### src/rtl/csa_sub_pipe.sv
// Two-stage carry-select subtractor with valid/ready flow control.
// Stage 1 resolves the low half and both upper-half candidates; stage 2 selects.
module csa_sub_pipe #(
  parameter int WIDTH = 64
) (
  input  logic             clk,
  input  logic             rst,
  input  logic             in_valid,
  output logic             in_ready,
  input  logic [WIDTH-1:0] a,
  input  logic [WIDTH-1:0] b,
  input  logic             b_in,
  output logic             out_valid,
  input  logic             out_ready,
  output logic [WIDTH-1:0] diff,
  output logic             b_out,
  output logic             zero,
  output logic             ovf
);

  localparam int H = WIDTH / 2;

  logic         s1_valid;
  logic         s2_valid;
  logic         s1_accept;
  logic         s2_accept;

  logic [H-1:0] s1_lo;
  logic [H-1:0] s1_hi0;
  logic [H-1:0] s1_hi1;
  logic         s1_lc;
  logic         s1_c0;
  logic         s1_c1;
  logic         s1_am;
  logic         s1_bm;

  logic [H-1:0] a_lo;
  logic [H-1:0] a_hi;
  logic [H-1:0] nb_lo;
  logic [H-1:0] nb_hi;
  logic [H:0]   lo_sum;
  logic [H:0]   hi0_sum;
  logic [H:0]   hi1_sum;

  logic [H-1:0]     sel_hi;
  logic             sel_c;
  logic [WIDTH-1:0] res;

  assign s2_accept = !s2_valid || out_ready;
  assign s1_accept = !s1_valid || s2_accept;
  assign in_ready  = s1_accept;
  assign out_valid = s2_valid;

  assign a_lo  = a[H-1:0];
  assign a_hi  = a[WIDTH-1:H];
  assign nb_lo = ~b[H-1:0];
  assign nb_hi = ~b[WIDTH-1:H];

  // Subtraction as a + ~b + ~b_in; the borrow is the inverted carry.
  assign lo_sum  = {1'b0, a_lo} + {1'b0, nb_lo}
                 + {{H{1'b0}}, ~b_in};
  assign hi0_sum = {1'b0, a_hi} + {1'b0, nb_hi};
  assign hi1_sum = {1'b0, a_hi} + {1'b0, nb_hi}
                 + {{H{1'b0}}, 1'b1};

  assign sel_hi = s1_lc ? s1_hi1 : s1_hi0;
  assign sel_c  = s1_lc ? s1_c1  : s1_c0;
  assign res    = {sel_hi, s1_lo};

  always_ff @(posedge clk or posedge rst) begin
    if (rst) begin
      s1_valid <= 1'b0;
      s1_lo    <= '0;
      s1_hi0   <= '0;
      s1_hi1   <= '0;
      s1_lc    <= 1'b0;
      s1_c0    <= 1'b0;
      s1_c1    <= 1'b0;
      s1_am    <= 1'b0;
      s1_bm    <= 1'b0;
    end else if (s1_accept) begin
      s1_valid <= in_valid;
      if (in_valid) begin
        s1_lo  <= lo_sum[H-1:0];
        s1_lc  <= lo_sum[H];
        s1_hi0 <= hi0_sum[H-1:0];
        s1_c0  <= hi0_sum[H];
        s1_hi1 <= hi1_sum[H-1:0];
        s1_c1  <= hi1_sum[H];
        s1_am  <= a[WIDTH-1];
        s1_bm  <= b[WIDTH-1];
      end
    end
  end

  always_ff @(posedge clk or posedge rst) begin
    if (rst) begin
      s2_valid <= 1'b0;
      diff     <= '0;
      b_out    <= 1'b0;
      zero     <= 1'b0;
      ovf      <= 1'b0;
    end else if (s2_accept) begin
      s2_valid <= s1_valid;
      if (s1_valid) begin
        diff  <= res;
        b_out <= ~sel_c;
        zero  <= (res == '0);
        ovf   <= (s1_am != s1_bm) && (res[WIDTH-1] != s1_am);
      end
    end
  end

endmodule

### config.mk
export PLATFORM = sky130hd
export DESIGN_NAME = csa_sub_pipe
export DESIGN_NICKNAME = d
export VERILOG_FILES = /design/src/rtl/csa_sub_pipe.sv
export SDC_FILE = /design/constraint.sdc
export NUM_CORES = 1
export LEC_CHECK = 0
export ABC_AREA = 1
export BUFFER_PORTS_ARGS = -buffer_cell sky130_fd_sc_hd__buf_2
export CAP_MARGIN = 10
export CORE_UTILIZATION = 36
export DETAILED_ROUTE_END_ITERATION = 7
export GPL_TIMING_DRIVEN = 0
export PLACE_DENSITY = 0.65
export SKIP_CTS_REPAIR_TIMING = 1
export SLEW_MARGIN = 20
export SYNTH_ARGS = -nofsm -noshare
export SYNTH_HDL_FRONTEND = slang
export SYNTH_SLANG_ARGS = --single-unit
### constraint.sdc
create_clock -name clk -period 7.4 [get_ports clk]
set_input_delay 0 -clock clk [delete_from_list [all_inputs] [get_ports clk]]
set_output_delay 0 -clock clk [all_outputs]
set_load 0.02 [all_outputs]
==> results of run 1 <==
## stage by stage
stage,cells,setup WS [ns]
3_5_place_dp,2510,4.471
5_1_grt,2547,4.156
3_3_place_gp,2509,1.039
2_1_floorplan,1860,2.797
4_1_cts,2542,4.702
6_report,2547,4.438
## worst reg2reg max path, delay by kind of cell (launching register included)
family / cells / cell delay [ns]
compound gates: 1 / 0.20
buf+inv: 2 / 0.97
flops: 1 / 0.42
simple gates: 3 / 0.48
mux: 1 / 0.57
## cell usage in the layout, fill, tap and decap left out, types with 9 or more instances in the layout
master	n
sky130_fd_sc_hd__buf_2	203
sky130_fd_sc_hd__clkbuf_16	17
sky130_fd_sc_hd__nand4_1	26
sky130_fd_sc_hd__inv_1	313
sky130_fd_sc_hd__o21ai_0	147
sky130_fd_sc_hd__inv_2	17
sky130_fd_sc_hd__nand3b_1	10
sky130_fd_sc_hd__nand2_1	591
sky130_fd_sc_hd__nor2_2	13
sky130_fd_sc_hd__o21a_1	9
sky130_fd_sc_hd__a21oi_1	58
sky130_fd_sc_hd__dfrtp_1	170
sky130_fd_sc_hd__nor2_1	141
sky130_fd_sc_hd__nand2_2	27
sky130_fd_sc_hd__mux2i_1	9
sky130_fd_sc_hd__ha_1	64
sky130_fd_sc_hd__o221ai_1	9
sky130_fd_sc_hd__clkbuf_1	34
sky130_fd_sc_hd__nand3_1	109
## power by group
group	leakage, nW	total, W	internal [W]	switching, W
Combinational	5.79	0.00139	0.000438	0.000948
Clock	0.306	0.000929	0.000470	0.000459
Sequential	2.06	0.00134	0.00119	0.000159
## cells by family after synthesis
family | synth area share, %
compound gates | 11.61
xor+xnor | 0.9174
fa+ha+maj | 6.936
buf+inv | 11.43
flops | 34.28
mux | 0.7259
simple gates | 34.10
## area by class of cell
| type | instances | area [um^2] |
|---|---|---|
| Timing Repair Buffer | 207 | 1084 |
| Multi-Input combinational cell | 1314 | 6738 |
| Fill cell | 3593 | 19000 |
| Clock inverter | 15 | 216.5 |
| Clock buffer | 17 | 425.4 |
| Buffer | 39 | 152.6 |
| Inverter | 337 | 1274 |
| Sequential cell | 170 | 4254 |
| Tap cell | 448 | 560.5 |
## state kept, by name, summed over array words and instances, names as in the netlist
name / flops
b_out: 1
diff: 64
out_valid: 1
ovf: 1
s1_am: 1
s1_bm: 1
s1_c0: 1
s1_c1: 1
s1_hi0: 32
s1_hi1: 32
s1_lc: 1
s1_lo: 32
s1_valid: 1
zero: 1
## per-layer routing
layer	up-vias	part of all wire, %	track usage (%)
met5	-	0	0
met4	0	1.7	5.097
met3	47	5.9	2.901
met2	390	45	34.44
met1	5719	48	31.09
li1	6316	-	-
## how the worst max path moves through the flow
stage / from / to / cells past startpoint
final: b_in / s1_lo[22] / 16
after global routing: b_in / s1_lo[22] / 16
after CTS: s1_lc / zero / 7
after detailed placement: a[0] / s1_lo[22] / 16
after global placement: rst / diff[24] / 2
after floorplan: rst / b_out / 1
==> results.txt, run 1 <==
After synthesis the cells add up to 0.01241 mm^2. The first global-routing pass estimated 61,100 um of wire. In the synthesized netlist the async set-or-reset flop fraction comes to 100.0%.

The run gives 2 as the final hold violation count. In this run the most critical hold path is launched from b[0]. Element type at the critical path end: a flip-flop. The maximum net fanout on the critical path works out to 4.

The worst hold-check slack is -0.01348 ns. The peak supply drop is 0.0001849 V, and the top-level port count is 202. On the critical path, the stage with the largest delay is an instance of sky130_fd_sc_hd__dlygate4sd3_1. Max-cap violations in this run came to 0.

Mean number of vias per cell: 4.897. The maximum cell stage delay along the critical path came out at 0.53 ns. The unique cell type count in the Yosys netlist was 49. The tree is rooted in a sky130_fd_sc_hd__clkbuf_16. The starting density of the core came out at 36.83%. The most used flip-flop cell after synthesis is sky130_fd_sc_hd__dfrtp_1.

The analysis attributes to cell leakage a power of 8.154 nW. Headroom to the max-slew limit came out at 47.42%. Of the synthesized area, sequential elements account for 34.28%. Entering global routing, the biggest net connects 107 pins.

The number of antenna violations at the first check in global routing is 0. STA classifies the critical path startpoint as a primary input. Endpoint with the worst hold slack: s1_lo[0]. The checks that failed: hold timing. The gate family responsible for the most delay along the worst path is compound AO/OA/AOI/OAI gates.

The completed layout was analyzed and its total power is 0.003659 W. Setup repair after global routing left no endpoint under its margin. The floorplan die height came out at 187.7 um.

sky130_fd_sc_hd__dfrtp_1 takes more of the synthesized area than any other cell. In this run the cell area measured after placement is 0.01401 mm^2. The number of nets in the layout is 2,286, and the synthesis warning total is 0.

For the worst setup path, the data required time is 7.72 ns. The tools report the number of clock buffers inserted by TritonCTS as 17. The number of clock sinks seen by CTS is 170, and the die width is 187.7 um. The final core area utilization was 43.63%. By startpoint and endpoint, the worst setup path is classified as in2reg. Summing all non-filler instances in the final layout gives an area of 0.01470 mm^2. The total negative slack for setup checks is 0 ns.

The capture instance of the worst register-to-register path is zero. The area growth from synthesis to layout is 18.48%. The combined global-route utilization of all metal layers came out at 21.69%.

The path class of the tightest hold or removal check is in2reg. For this block, the via count after detailed routing is 12,470. The floorplan has 67 rows. Averaged over all synthesized cells, the footprint is 6.672 um^2. The post-synthesis sequential element count works out to 170.

Dominant cell by count in the synthesized netlist: sky130_fd_sc_hd__nand2_1. The number of routed nets with antenna violations is 0, and the total inserted antenna cells is 0. Counting stages on the worst path, the most repeated cell is sky130_fd_sc_hd__nand2_1. The HPWL after detailed placement is 31,130 um. For this block, the initial DRC count from the detailed router was 907.

The total of buffers placed on input and output ports came out at 201. The critical register-to-register path startpoint was s1_lc. TritonCTS built the clock tree. The critical path goes through dlygate4sd3_1 -> buf_2 -> fa_1 -> fa_1 -> o21ai_0 -> nand2_1 -> nand2_1 -> nand2_1 -> o211ai_1 -> a21oi_1 -> o21bai_1 -> nand2_1 -> nand2_1 -> nand2_1 -> nand3_1 -> o21ai_0.

Ranked by total cell area, the synthesized netlist is headed by sky130_fd_sc_hd__dfrtp_1, sky130_fd_sc_hd__nand2_1, sky130_fd_sc_hd__inv_1. Counting cells, the worst reg-to-reg path comes to 7. For the via count of the first global-routing pass, the log shows 11,810.

For the final database, setup skew stands at 0.009763 ns. For the worst-skew pair, the clock arrives at the later sink with an insertion delay of 0.44 ns. The first detailed-routing pass ran for 7 iterations.

The worst hold path passes through 3 cells. The count of buffer and inverter cells on the critical path was 2. The tools report the deepest level of the CTS H-tree as 4.

The die covers 0.03522 mm^2. The clock-pin slew of the registers on the worst-case setup and hold paths was 0.08 ns. The average wire per cell in the routed design came out at 14.82 um.

At the worst endpoint, the arrival time is 3.28 ns. The placeable core region came out at 0.03370 mm^2. The ratio of cells with drive above 1 in the final layout works out to 15.72%. The commonest cells after synthesis are sky130_fd_sc_hd__nand2_1, sky130_fd_sc_hd__inv_1, sky130_fd_sc_hd__dfrtp_1, sky130_fd_sc_hd__o21ai_0, sky130_fd_sc_hd__nor2_1.

The final weighted congestion in routability-driven placement came out at 0.9461. Ratio of total power to cell area: 248.8 mW/mm^2. After detailed routing, the number of remaining DRC violations is 0. The post-synthesis net count was 2,060; the total overflow reported by the global router was 0. Subtracting the final worst setup slack from the clock period gives 2.962 ns.

Counting along the longest clock path gives a buffer depth of 2. Number of setup violations in the final report: 0. The number of cells produced by synthesis came out at 1,860.

At the pin with the least slew margin, the transition time is 0.7788 ns. The run finished, with violations left. The logs give 0.3376 GHz for the maximum frequency from static timing analysis and 4.69 ns for the register-to-register setup slack.

In this run, synthesis inferred 0 flip-flops with an integrated enable. The area share of the largest cell type after synthesis came out at 34.28%. The tools report the number of slew-limit violations in the final report as 0. The final layout contains routed wiring with a total length of 37,750 um.

In the finished design, the share of the clock period the worst path needs comes to 40.03%.
Power figures use the tool's default switching activity.
==> run 2: changes to the inputs <==
--- a/config.mk
+++ b/config.mk
@@ -5,13 +5,13 @@
 export SDC_FILE = /design/constraint.sdc
 export NUM_CORES = 1
 export LEC_CHECK = 0
-export ABC_AREA = 1
+export ABC_AREA = 0
 export BUFFER_PORTS_ARGS = -buffer_cell sky130_fd_sc_hd__buf_2
 export CAP_MARGIN = 10
 export CORE_UTILIZATION = 36
 export DETAILED_ROUTE_END_ITERATION = 7
 export GPL_TIMING_DRIVEN = 0
-export PLACE_DENSITY = 0.65
+export PLACE_DENSITY = 0.68
 export SKIP_CTS_REPAIR_TIMING = 1
 export SLEW_MARGIN = 20
 export SYNTH_ARGS = -nofsm -noshare
==> constraint.sdc (replaced) <==
create_clock -name clk -period 2.6 [get_ports clk]
set_input_delay 0 -clock clk [delete_from_list [all_inputs] [get_ports clk]]
set_output_delay 0 -clock clk [all_outputs]
set_load 0.02 [all_outputs]
==> results.txt, run 2 <==
The final reports fail on setup timing. The final layout contains 1,782 nets. The tools report the number of slew-limit violations in the final report as 0.

The area share of the largest cell type after synthesis came out at 38.15%. The number of clock buffers inserted by TritonCTS came out at 17. The library cell used most frequently in the layout, excluding fill and tap cells, is sky130_fd_sc_hd__nand2_1.

In the routed layout, each cell is associated on average with a via count of 5.232. The register-to-register setup slack was 0.26 ns; the peak supply drop was 0.0004957 V. Count of non-filler cells in the finished layout: 1,991. Total of buffers placed on input and output ports: 201.

The share of the Yosys chip area taken by registers is 38.15%. The first TritonRoute pass finished after 5 iterations. In this run, the number of DRC markers left after iteration 0 of detailed routing was 673. The logs give 0 for the final hold violation count and 20.07% for the combined global-route utilization of all metal layers. The unique cell type count in the Yosys netlist came out at 82. In the final routed layout, each cell accounts on average for 16.12 um. The tools report the post-synthesis net count as 1,521. A synthesized cell averages 8.441 um^2.

Setup repair after global routing could not meet its margin everywhere. No sink is reached through more buffers than the 2 on the longest clock path. The maximum net fanout on the critical path is 4.

Entering global routing, the biggest net connects 29 pins. STA puts the critical path data required time at 2.92 ns. CTS built an H-tree with a depth of 4.

The flow ran to the end, but the final reports show violations. For this run, global-route usage on met3 was measured as 2.707%. Path class of the lowest-slack min-delay path: in2reg. The measured slew at the worst slew-check pin came out at 0.8861 ns. diff holds more flip-flops than any other register. Once detail routing completed, the nets flagged for antenna violations numbered 0.

STA classifies the critical path startpoint as a primary input. The total via count after detailed routing is 10,420, and the reported max-cap violation count is 0. Final wirelength: 32,100 um. The layer flagged by global routing as most heavily used is met2. For the least setup slack across all paths after layout, the log shows -0.3462 ns.

In the synthesized netlist, the cells that appear most often are sky130_fd_sc_hd__nand2_1, sky130_fd_sc_hd__dfrtp_1, sky130_fd_sc_hd__o21ai_0, sky130_fd_sc_hd__inv_1, sky130_fd_sc_hd__ha_1. The worst-case headroom to the max-slew limit came out at 39.40%. The number of antenna violations at the first check in global routing is 1, and the ratio of total power to cell area is 691.0 mW/mm^2. Global routing consumed, on the met1 layer, 28.76% of the routing resources. The tools report the top-level port count as 202. By startpoint and endpoint, the worst setup path is classified as in2reg. The run gives 0.01115 mm^2 as the summed instance area of the synthesized netlist. In the post-synthesis netlist, the cell with the most instances is sky130_fd_sc_hd__nand2_1. The synthesized design contains 0 enable-type register cells. The die covers 0.03168 mm^2. In the layout the commonest cells are sky130_fd_sc_hd__nand2_1, sky130_fd_sc_hd__buf_2, sky130_fd_sc_hd__dfrtp_1. The power after layout was 0.009850 W. Post-detailed-placement half-perimeter wirelength: 25,300 um. The first global-routing pass estimated 50,180 um of wire.

The congestion estimate from routability-driven global placement came to 0.8874. The placeable core region is 0.03051 mm^2, and the post-synthesis sequential element count is 170. Counting every sink on the clock net gives 170. The run gives 64 as the number of cell rows. The worst setup path is captured at a flip-flop.

The number of flip-flops under the largest register name is 64. Yosys attributes the largest share of cell area to sky130_fd_sc_hd__dfrtp_1, sky130_fd_sc_hd__nand2_1, sky130_fd_sc_hd__ha_1. For this run the aggregate overflow at the end of global routing stands at 0. After clock tree synthesis, the clock-pin slew on the worst setup and hold paths is 0.07 ns. Prior to clock tree synthesis, the placed netlist has a worst setup slack of -1.020 ns. The tree is rooted in a sky130_fd_sc_hd__clkbuf_16.

The arrival time reported for the critical path endpoint is 3.27 ns, and the number of setup violations in the final report is 9. Measured along the x axis, the die boundary spans 178.0 um. The minimum clock period after layout was 2.946 ns; the total inserted antenna cells was 0.

The logs give 0.3394 GHz for the maximum frequency from static timing analysis and 1,924 for the number of instances in the placed design. The ratio of cells with drive above 1 in the final layout was 23.76%. The growth of design area from synthesis to finish is 27.84%, and the floorplan die height is 178.0 um.

TritonCTS built the clock tree. The number of cells produced by synthesis was 1,321; the post-synthesis async set-or-reset flop share was 100.0%. Of all cell types, the one taking the most synthesized area is sky130_fd_sc_hd__dfrtp_1. The most common flop cell mapped by yosys is sky130_fd_sc_hd__dfrtp_1.

For this configuration, the core starts out at a cell density of 36.55%. The tools report the global routing met2 resource utilization as 31.66%. The via count of the first global-routing pass is 9,533, and the number of design rule violations left after detail routing is 0.

The analysis attributes to cell leakage a power of 6.908 nW. Clock latency on the worst-skew pair, taken at its later pin, is 0.44 ns. For the maximum clock skew at final layout, the log shows 0.01244 ns.

Dividing the final minimum period by the clock period gives 113.3%. The logs give 0.01340 ns for the worst hold-check slack and 0 for the synthesis warning total.
==> run 2: cell types whose count changed in the layout (fill, tap and decap cells not counted), sizes merged, moves of 29 or more <==
cell / previous run / this run
buf: 207 / 243
inv: 337 / 91
nand2: 622 / 309
nand3: 119 / 16
nor2: 163 / 55
xnor2: 5 / 34
==> run 2: kinds of logic after synthesis <==
family                     count (synthesis)  synth area share [%]
AOI/OAI and AO/OA                        320                 18.76
xor gates and xnor gates                  64                 5.296
adders and majority gates                 67                 7.720
buffers and inverters                    132                 4.544
DFF                                      170                 38.15
muxes                                     37                 3.377
and+or+nand+nor                          531                 22.15
==> run 2: cell type report <==
type	instances	area, um^2
buffer	47	190.2
clock buffer	17	425.4
clock inverter	15	171.4
fill	2956	16250
inverter	84	331.6
multi-input combinational	1019	6939
sequential	170	4254
tap	396	495.5
timing repair buffer	243	1448
==> run 2: path summary, 6_finish.rpt <==
kind	startpoint	endpoint	cells past startpoint
min	b[33]	s1_hi0[1]	3
max reg2reg	s1_valid	s1_hi0[1]	5
max	b[32]	s1_hi1[30]	15
min reg2reg	diff[25]	diff[25]	2
min in group asynchronous	rst	s1_hi0[31]	3
max in group asynchronous	rst	b_out	6
==> run 2: stage by stage <==
step / util, % / TNS (ns) / cell area [um^2]
global placement: 41.89 / -122.92 / 12780
CTS: 44.26 / -4.808 / 13500
finish: 46.72 / -1.321 / 14250
detailed placement: 42.31 / -18.12 / 12910
global route: 46.72 / -3.174 / 14250
floorplan: - / -2.243 / 11280
==> run 2: per-layer routing <==
layer  wire length (um)  share of wire (%)
met1              15360                 48
met2              14950                 47
met3               1446                4.5
met4                338                1.1
met5                  8              0.025
==> run 2: power by group <==
group          internal (W)  switching [W]  total [W]
Combinational       0.00137        0.00216    0.00352
Clock               0.00129        0.00122    0.00252
Sequential          0.00330       0.000512    0.00381
Total               0.00596        0.00389    0.00985
==> run 2: critical path, cell delays in order <==
cell and delay (ns):
sky130_fd_sc_hd__buf_8 0.09, sky130_fd_sc_hd__inv_12 0.03, sky130_fd_sc_hd__ha_4 0.14, sky130_fd_sc_hd__inv_2 0.05, sky130_fd_sc_hd__fa_2 0.21, sky130_fd_sc_hd__and2b_4 0.21
sky130_fd_sc_hd__o211ai_1 0.35, sky130_fd_sc_hd__a21oi_2 0.13, sky130_fd_sc_hd__a31o_4 0.23, sky130_fd_sc_hd__or3_4 0.37, sky130_fd_sc_hd__or4_4 0.58, sky130_fd_sc_hd__a2111oi_4 0.33
sky130_fd_sc_hd__and2_4 0.20, sky130_fd_sc_hd__nand2_2 0.04, sky130_fd_sc_hd__a221o_1 0.30
